**src/rtl/matconv_pkg.sv**
```systemverilog
// Shared types and constants for the matrix-converter commutation path.
package matconv_pkg;

    localparam logic [1:0] LD_NUL = 2'b00;
    localparam logic [1:0] LD_A   = 2'b01;
    localparam logic [1:0] LD_B   = 2'b10;
    localparam logic [1:0] LD_C   = 2'b11;

    // Worst-case FSM hop count for one 4-step commutation.
    localparam int MIN_COMMUTE_STEPS = 4;

    typedef enum logic [1:0] {
        IDLE  = 2'd0,
        RUN   = 2'd1,
        DRAIN = 2'd2,
        FAULT = 2'd3
    } seq_state_t;

    function automatic logic [1:0] seg_code(input logic [1:0] seg);
        return LD_A + seg;
    endfunction

endpackage

```
**src/rtl/dwell_cfg_check.sv**
```systemverilog
// Combinational validity check of a dwell triple against its period.
module dwell_cfg_check
    import matconv_pkg::*;
#(
    parameter int CNT_W     = 16,
    parameter int MIN_DWELL = 8
) (
    input  logic [CNT_W-1:0] period_i,
    input  logic [CNT_W-1:0] dwell_a_i,
    input  logic [CNT_W-1:0] dwell_b_i,
    input  logic [CNT_W-1:0] dwell_c_i,
    output logic             valid_o
);

    localparam int MIN_EFF = (MIN_DWELL > MIN_COMMUTE_STEPS) ?
                             MIN_DWELL : MIN_COMMUTE_STEPS;
    localparam logic [CNT_W-1:0] MIN_D = CNT_W'(MIN_EFF);

    logic [CNT_W+1:0] sum;
    logic             ok_a;
    logic             ok_b;
    logic             ok_c;

    assign sum  = {2'b00, dwell_a_i} + {2'b00, dwell_b_i}
                + {2'b00, dwell_c_i};
    assign ok_a = (dwell_a_i == '0) || (dwell_a_i >= MIN_D);
    assign ok_b = (dwell_b_i == '0) || (dwell_b_i >= MIN_D);
    assign ok_c = (dwell_c_i == '0) || (dwell_c_i >= MIN_D);

    assign valid_o = (sum == {2'b00, period_i}) && ok_a && ok_b
                     && ok_c && (period_i >= MIN_D);

endmodule

```
**src/rtl/commutation_sequencer.sv**
```systemverilog
// Per-period A/B/C dwell scheduler driving the commutation FSM inputs.
module commutation_sequencer
    import matconv_pkg::*;
#(
    parameter int CNT_W     = 16,
    parameter int MIN_DWELL = 8
) (
    input  logic             clk,
    input  logic             rst,
    input  logic             start,
    input  logic             stop,
    input  logic             cfg_load,
    input  logic [CNT_W-1:0] period,
    input  logic [CNT_W-1:0] dwell_a,
    input  logic [CNT_W-1:0] dwell_b,
    input  logic [CNT_W-1:0] dwell_c,
    input  logic             short_in,
    input  logic             fault_clr,
    output logic [1:0]       desired_load,
    output logic             fsm_start,
    output logic             period_tick,
    output logic             busy,
    output logic             cfg_err,
    output logic             fault
);

    typedef logic [2:0][CNT_W-1:0] dwells_t;

    localparam logic [CNT_W-1:0] ONE = CNT_W'(1);

    seq_state_t       state_q, state_d;
    dwells_t          stg_q, stg_d;
    dwells_t          act_q, act_d;
    dwells_t          base;
    logic [CNT_W-1:0] cnt_q, cnt_d;
    logic [1:0]       seg_q, seg_d;
    logic [1:0]       ld_q, ld_d;
    logic             tick_q, tick_d;
    logic             sv_q, sv_d;
    logic             err_q, err_d;
    logic             cfg_ok;
    logic             nxt_ok;
    logic [1:0]       nxt_seg;
    logic [1:0]       first_seg;
    logic             go;

    dwell_cfg_check #(
        .CNT_W    (CNT_W),
        .MIN_DWELL(MIN_DWELL)
    ) u_chk (
        .period_i (period),
        .dwell_a_i(dwell_a),
        .dwell_b_i(dwell_b),
        .dwell_c_i(dwell_c),
        .valid_o  (cfg_ok)
    );

    // Config the next period will run from.
    assign base = sv_q ? stg_q : act_q;

    always_comb begin
        nxt_ok    = 1'b0;
        nxt_seg   = 2'd0;
        first_seg = 2'd0;
        for (int i = 2; i >= 0; i--) begin
            if (2'(i) > seg_q && act_q[i] != '0) begin
                nxt_ok  = 1'b1;
                nxt_seg = 2'(i);
            end
            if (base[i] != '0) begin
                first_seg = 2'(i);
            end
        end
    end

    always_comb begin
        state_d = state_q;
        stg_d   = stg_q;
        act_d   = act_q;
        cnt_d   = cnt_q;
        seg_d   = seg_q;
        ld_d    = ld_q;
        tick_d  = 1'b0;
        sv_d    = sv_q;
        err_d   = err_q;
        go      = 1'b0;
        if (cfg_load && !short_in) begin
            if (cfg_ok) begin
                stg_d = {dwell_c, dwell_b, dwell_a};
                sv_d  = 1'b1;
                err_d = 1'b0;
            end else begin
                err_d = 1'b1;
            end
        end
        case (state_q)
            IDLE: begin
                if (start && sv_q) begin
                    go      = 1'b1;
                    state_d = RUN;
                end
            end
            RUN, DRAIN: begin
                if (stop) state_d = DRAIN;
                if (cnt_q > ONE) begin
                    cnt_d = cnt_q - ONE;
                end else if (nxt_ok) begin
                    seg_d = nxt_seg;
                    cnt_d = act_q[nxt_seg];
                    ld_d  = seg_code(nxt_seg);
                end else if (!start || stop || state_q == DRAIN) begin
                    state_d = IDLE;
                    ld_d    = LD_NUL;
                end else begin
                    go = 1'b1;
                end
            end
            FAULT: begin
                if (fault_clr && !short_in) state_d = IDLE;
            end
            default: state_d = IDLE;
        endcase
        if (go) begin
            act_d  = base;
            seg_d  = first_seg;
            cnt_d  = base[first_seg];
            ld_d   = seg_code(first_seg);
            tick_d = 1'b1;
        end
        // A short overrides everything decided above.
        if (short_in) begin
            state_d = FAULT;
            ld_d    = LD_NUL;
            tick_d  = 1'b0;
        end
    end

    always_ff @(posedge clk) begin
        if (rst) begin
            state_q <= IDLE;
            stg_q   <= '0;
            act_q   <= '0;
            cnt_q   <= '0;
            seg_q   <= 2'd0;
            ld_q    <= LD_NUL;
            tick_q  <= 1'b0;
            sv_q    <= 1'b0;
            err_q   <= 1'b0;
        end else begin
            state_q <= state_d;
            stg_q   <= stg_d;
            act_q   <= act_d;
            cnt_q   <= cnt_d;
            seg_q   <= seg_d;
            ld_q    <= ld_d;
            tick_q  <= tick_d;
            sv_q    <= sv_d;
            err_q   <= err_d;
        end
    end

    assign desired_load = ld_q;
    assign period_tick  = tick_q;
    assign cfg_err      = err_q;
    assign fsm_start    = (state_q == RUN) || (state_q == DRAIN);
    assign busy         = (state_q != IDLE);
    assign fault        = (state_q == FAULT);

endmodule

```
**config.mk**
```make
export PLATFORM = sky130hd
export DESIGN_NAME = commutation_sequencer
export DESIGN_NICKNAME = d
export VERILOG_FILES = /design/src/rtl/matconv_pkg.sv /design/src/rtl/dwell_cfg_check.sv /design/src/rtl/commutation_sequencer.sv
export SDC_FILE = /design/constraint.sdc
export NUM_CORES = 1
export LEC_CHECK = 0
export ABC_AREA = 1
export BUFFER_PORTS_ARGS = -buffer_cell sky130_fd_sc_hd__buf_4
export CAP_MARGIN = 25
export CORE_MARGIN = 2
export CORE_UTILIZATION = 30
export DETAILED_ROUTE_END_ITERATION = 10
export SKIP_LAST_GASP = 1
export SYNTH_ARGS = -nofsm -noshare
export SYNTH_HDL_FRONTEND = slang
export SYNTH_SLANG_ARGS = --single-unit
```
**constraint.sdc**
```tcl
create_clock -name clk -period 5.6 [get_ports clk]
set_input_delay 0.28 -clock clk [delete_from_list [all_inputs] [get_ports clk]]
set_output_delay 0.28 -clock clk [all_outputs]
set_load 0.01 [all_outputs]
```
==> metrics.md, run 1 <==
| Metric | Value |
|---|---|
| N_diodes | `0` |
| Vias in the first global route | `between 8000 and 9000` |
| Global-route usage over all layers | `between 10% and 20%` |
| Fin. max-slew vios | `0` |
| Hold slack final | `0.07506 ns` |
| CP Capture Type | `flip-flop` |
| Distinct cells, synth | `40` |
| Antenna violations before repair | `0` |
| Synth Register Bits | `between 100 and 150` |
| GP Congestion | `0.8964` |
| RSZ-0062 raised after global routing | `no` |
| CTS hold repair buffers | `0` |
| CTS tree | `built` |
| Initial detailed-routing violation count | `~770` |
| Maximum operating frequency | `around 230 MHz` |
| Layout Nets | `approximately 1600` |
| Cells after Synth | `1453` |
| Critical-path top delay cell | `nand3_4` |
| Most common cell after layout, fill and taps aside | `nand2_1` |
| Max capacitance violation total | `0` |
| Area Overhead vs Synth | `16.18%` |
| Syn nets | `between 1500 and 2000` |
| P_leak | `4.984 nW` |
| DRT antenna net count | `0` |
| Worst-path maximum fanout | `53` |
| Final worst-path cycle share | `78.97%` |
| Core area | `0.02863 mm2` |
| Post-cts resize count | `0` |
| Worst Path Required | `5.97 ns` |
| Status | `complete, no violations` |
| Pwr/cell area | `329.4 mW/mm2` |
| Worst hold path type | `primary input to flip-flop` |
| Count of final setup violators | `0` |
| Ports | `78` |
| Worst-Skew Late Latency | `0.43 ns` |
| Detailed placement HPWL | `20130 um` |
| CTS H-Tree Depth | `4` |
| Via count | `9009` |
| Tot Pwr | `between 3 and 4 mW` |
| Rows | `62` |
| CTS buffer count | `17` |
| Pre-antenna DRT Iters | `6` |
| Min setup slack post-route | `between 1 and 1.5 ns` |
| Most frequent cells in the layout | `nand2_1 (393), nor2_1 (236), inv_1 (197)` |
| Slew @ Worst Pin | `between 0.7 and 0.8 ns` |
| Worst slack at placement | `around 0.75 ns` |
| Post-Route WL | `26580 um` |
| Syn Area/Cell | `between 5 and 6 um2` |
| DRC violations left | `0` |
| Final hold viol count | `0` |
| Proportion of synthesized chip area in sequential cells | `~28%` |
| Share of layout cells above drive strength 1 | `9.451%` |
| Largest net degree at the start of global routing | `71` |
| Max IR drop VDD | `approximately 0.22 mV` |
| CP Class | `primary input to flip-flop` |
| Minimum clock period | `about 4.4 ns` |
| Die Footprint | `0.03039 mm2` |
| Routed wire per std cell | `approximately 14 um` |
| Root Driver | `clkbuf_16` |
| Final non-filler cell area | `about 0.01 mm2` |
| GR Overflow Total | `0` |
| CP most frequent cell | `nand2_1` |
| Setup TNS | `0 ns` |
| Post-synth ARST share | `0%` |
| Post-CTS setup buffers | `0` |
| Cell Area, Placed | `between 0.009 and 0.01 mm2` |
| Synth warn | `0` |
| CP Launch Type | `primary input` |
| Die H | `approximately 170 um` |
| Number of synthesized flops with an enable pin | `0` |
| PortBufs | `77` |
| Final clock skew | `~0.014 ns` |
| Mapped cell area | `about 0.0087 mm2` |
| Max Root-Sink Buffers | `2` |
| FILL cells | `3161` |
| Initial Util | `between 30% and 40%` |
| Top FF cell, synth | `dfxtp_1` |
| Die width | `approximately 170 um` |
| Num Clock Sinks | `121` |
| Clock Pin Slew Worst Setup and Hold Paths | `0.07 ns` |
| CP arrival | `roughly 4.8 ns` |
| CP max stage delay | `about 0.44 ns` |
| Vias/cell | `between 4 and 5` |
| Wire length of the first global-routing pass | `approximately 42000 um` |
| Slew headroom | `between 40% and 50%` |
[layer usage]
metal	track usage (%)	routed length, um	vias to the layer above
met5	0	0	-
met4	4.517	399	0
met3	3.062	1338	33
met2	26.50	11570	242
met1	24.72	13270	4026
li1	-	-	4708
[where the power goes]
| part | leakage (nW) | total [mW] | internal [mW] | switching, mW |
|---|---|---|---|---|
| clock | 0.280 | 1.08 | 0.591 | 0.484 |
| combinational | 3.72 | 1.28 | 0.469 | 0.808 |
| sequential | 0.979 | 0.979 | 0.923 | 0.0558 |
| total | 4.98 | 3.33 | 1.98 | 1.35 |
[stage by stage]
| stage | utilization (%) | std cells |
|---|---|---|
| finish | 35.33 | 1897 |
| global route | 35.33 | 1897 |
| CTS | 35.33 | 1897 |
| detailed placement | 33.35 | 1865 |
| global placement | 33.35 | 1865 |
| floorplan | - | 1453 |
[flip-flops by register name (all words and copies together), names as in the netlist]
name	flops
state_q	2
stg_q	48
seg_q	2
desired_load	2
act_q	48
cfg_err	1
cnt_q	16
sv_q	1
period_tick	1
[synthesized netlist by cell type, drive strengths merged, types with 11 or more instances]
master | number | area (um2)
o22ai | 19 | 118.9
or2 | 20 | 125.1
inv | 200 | 750.7
nand3 | 74 | 380.4
a211oi | 19 | 142.6
dfxtp | 121 | 2422
ha | 38 | 475.5
nand4 | 29 | 181.4
buf | 33 | 205.2
xor2 | 16 | 140.1
nor3 | 12 | 60.06
nor2 | 239 | 914.6
a21oi | 63 | 315.3
o21ai | 109 | 545.5
nand2 | 395 | 1488
clkbuf | 23 | 86.33
xnor2 | 11 | 96.34
[worst paths after layout]
| check | startpoint | end | slack, ns | depth (start not counted) |
|---|---|---|---|---|
| worst max register to register | sv_q | cnt_q[15] | 2.12 | 12 |
| worst min register to register | seg_q[0] | seg_q[0] | 0.47 | 2 |
| worst min-delay path | short_in | period_tick | 0.08 | 2 |
| worst max-delay path | dwell_a[0] | stg_q[46] | 1.18 | 28 |
[final cells by class]
| cell class | instances | area [um2] | area share [%] |
|---|---|---|---|
| Tap cell | 384 | 480.5 | 4.751 |
| Sequential cell | 121 | 2424 | 23.96 |
| Clock inverter | 15 | 142.6 | 1.410 |
| Clock buffer | 17 | 425.4 | 4.206 |
| Multi-Input combinational cell | 1074 | 5240 | 51.81 |
| Inverter | 202 | 758.2 | 7.497 |
| Timing Repair Buffer | 84 | 643.1 | 6.359 |
[critical path, delay by kind of cell]
kind / cells / cell delay, ns
fa+ha+maj: 3 / 0.94
xor+xnor: 1 / 0.14
simple gates: 14 / 1.63
compound gates: 6 / 1.23
buf+inv: 4 / 0.57
[logic make-up (layout without fill, tap and decap cells)]
family                     Yosys count  in the layout  synth area share, %
xor gates and xnor gates            27             27                2.717
buffers and inverters              258            318                12.06
and+or+nand+nor                    780            780                37.07
AOI/OAI and AO/OA                  227            227                14.40
DFF                                121            121                27.83
adders and majority gates           40             40                5.922
Power figures use the tool's default switching activity.
==> run 2, diff against run 1 <==
- clock period: 5.6 -> 3.6 ns (I/O delays scaled with it)
==> run 2 against run 1 <==
Net effect: sequential power up 55%; critical endpoint is now stg_q[35]; critical path type unchanged; flip-flop and latch count unchanged; first-iteration DRC count up 16%.
==> metrics.md, run 2 (synthesis gave the netlist of run 1 again) <==
| Metric | Value |
|---|---|
| Clock Pin Slew Worst Setup and Hold Paths | `around 0.060 ns` |
| Largest net degree at the start of global routing | `97` |
| Worst Reg-to-Reg Cells | `12` |
| Slew @ Worst Pin | `about 0.6 ns` |
| Biggest regs | `act_q (48), stg_q (48), cnt_q (16)` |
| Buf+Inv Stages, Crit Path | `5` |
| Vias in the first global route | `around 8500` |
| Most common cell after layout, fill and taps aside | `nand2_1` |
| Reg-to-Reg End | `cnt_q[15]` |
| CTS buffer count | `17` |
| Fin util | `38.89%` |
| N_diodes | `0` |
| CP most frequent cell | `nand2_2` |
| Via count | `9426` |
| Worst hold path type | `primary input to flip-flop` |
| Count of final setup violators | `0` |
| P_leak | `5.447 nW` |
| Maximum operating frequency | `around 290 MHz` |
| Antenna violations before repair | `0` |
| GP Congestion | `0.8885` |
| Final worst-path cycle share | `96.65%` |
| Hold Startpoint | `dwell_b[9]` |
| PortBufs | `77` |
| Layout Nets | `roughly 1700` |
| CTS H-Tree Depth | `4` |
| Num Clock Sinks | `about 120` |
| CP Class | `primary input to flip-flop` |
| Status | `complete, no violations` |
| Root Driver | `clkbuf_16` |
| CTS tree | `built` |
| Worst Path Required | `slightly below 4 ns` |
| CP Launch Type | `primary input` |
| Final clock skew | `0.01142 ns` |
| Initial Util | `a little under a third` |
| Post-Route WL | `between 20000 and 30000 um` |
| Finished Layout Cells | `about 2000` |
| CP max stage delay | `approximately 0.4 ns` |
| Area Overhead vs Synth | `27.89%` |
| Max capacitance violation total | `0` |
| GR Overflow Total | `0` |
| Detailed placement HPWL | `20840 um` |
| DRC violations left | `0` |
| Tot Pwr | `approximately 5.5 mW` |
| Routed wire per std cell | `14.09 um` |
| Flop-to-flop setup slack | `roughly 0.58 ns` |
| CP arrival | `about 3.8 ns` |
| Max Root-Sink Buffers | `2` |
| Die H | `between 150 and 200 um` |
| End of the worst hold path | `stg_q[25]` |
| CP Capture Type | `flip-flop` |
| Pwr/cell area | `approximately 490 mW/mm2` |
| Worst-Skew Late Latency | `~0.42 ns` |
| Critical-path top delay cell | `fa_2` |
| Slew headroom | `~60%` |
| Share of layout cells above drive strength 1 | `between 10% and 20%` |
| Placed Instances | `approximately 1900` |
| Rows | `62` |
| Vias/cell | `between 4 and 5` |
| Fin. max-slew vios | `0` |
| Pre-antenna DRT Iters | `6` |
| Worst r2r src | `sv_q` |
| Initial detailed-routing violation count | `about 890` |
| Final hold viol count | `0` |
| Hold path depth | `3` |
| Most frequent cells in the layout | `nand2_1 (379), nor2_1 (230), inv_1 (195)` |
| Die width | `~170 um` |
| Worst-path maximum fanout | `21` |
| Ports | `78` |
| Core area | `around 0.029 mm2` |
| Minimum clock period | `about 3.5 ns` |
| Die Footprint | `approximately 0.030 mm2` |
| DRT antenna net count | `0` |
| Wire length of the first global-routing pass | `between 40000 and 50000 um` |
| Global-route usage over all layers | `17.63%` |
| Max IR drop VDD | `0.3323 mV` |
| CP delay by family, top | `simple AND/OR/NAND/NOR gates` |
run 2: cell types whose count changed in the layout (fill, tap and decap cells not counted), moves of 4 or more:
cell,delta
buf_4,+71
nand2_1,-14
nand2_2,+14
a21oi_1,-11
a21oi_2,+10
ha_1,-8
ha_4,+8
nor2_1,-6
o21ai_0,-5
buf_12,+4
run 2: worst max path at each step:
stage / startpoint / endpoint / slack, ns / cells past startpoint
after detailed placement: dwell_a[0] / stg_q[23] / -0.49 / 28
after CTS: dwell_a[0] / stg_q[23] / 0.007 / 25
after global routing: dwell_a[0] / stg_q[19] / -0.06 / 25
after global placement: dwell_a[0] / stg_q[25] / -0.41 / 28
final: dwell_a[0] / stg_q[35] / 0.12 / 26
after floorplan: dwell_a[0] / stg_q[0] / 0.005 / 27
run 2: what timing repair did:
| action | 4_1_cts | 5_1_grt |
|---|---|---|
| buffers inserted | 0 | 9 |
| hold endpoints to repair | 2 | 0 |
| setup endpoints to repair | 49 | 50 |
| pin swaps | 1 | 30 |
| hold buffers | 2 | 0 |
| gates resized for setup | 2 | 62 |
| cloned | 0 | 4 |
run 2: metrics by stage:
| step | setup TNS (ns) | hold slack, ns | area, um2 | setup WS (ns) |
|---|---|---|---|---|
| after floorplan | 0 | 0.2593 | 8718 | 0.005041 |
| after global placement | -18.91 | 0.4167 | 10110 | -0.4082 |
| after detailed placement | -22.54 | 0.4184 | 10110 | -0.4948 |
| after CTS | 0 | 0.007052 | 10710 | 0.007103 |
| after global routing | -1.476 | 0.01366 | 11130 | -0.06182 |
| final | 0 | 0.01848 | 11130 | 0.1206 |
run 2: worst register-to-register path: stages, from the launching register on:
cell and delay [ns]:
dfxtp_2 0.66, buf_12 0.29, nand2_1 0.11, o21ai_1 0.16, nand4_1 0.19, or2_1 0.29, nor2_4 0.20, nand3_2 0.32
nor2_4 0.21, inv_2 0.09, nor2_1 0.21, nor2_1 0.09, a21oi_1 0.12
run 2: report_power, final:
group / internal (mW) / leakage, nW / total [mW] / switching, mW
Combinational: 0.913 / 4.18 / 2.30 / 1.39
Clock: 0.976 / 0.284 / 1.68 / 0.709
Sequential: 1.44 / 0.979 / 1.52 / 0.0855
Total: 3.33 / 5.45 / 5.51 / 2.18
run 2: cell type report:
class	instances	area, um2
clock buffer	17	425.4
sequential	121	2424
timing repair buffer	165	1366
fill	3082	17490
tap	384	480.5
clock inverter	15	152.6
inverter	202	758.2
multi-input combinational	1075	5525
run 2: routing by layer:
layer / track usage [%] / vias to the layer above / wire (um) / share of wire, %
met5: 0 / - / 0 / 0
met4: 5.287 / 0 / 646 / 2.3
li1: - / 4878 / - / -
met1: 25.02 / 4186 / 13180 / 47
met2: 27.25 / 320 / 12220 / 44
met3: 2.975 / 42 / 1830 / 6.6
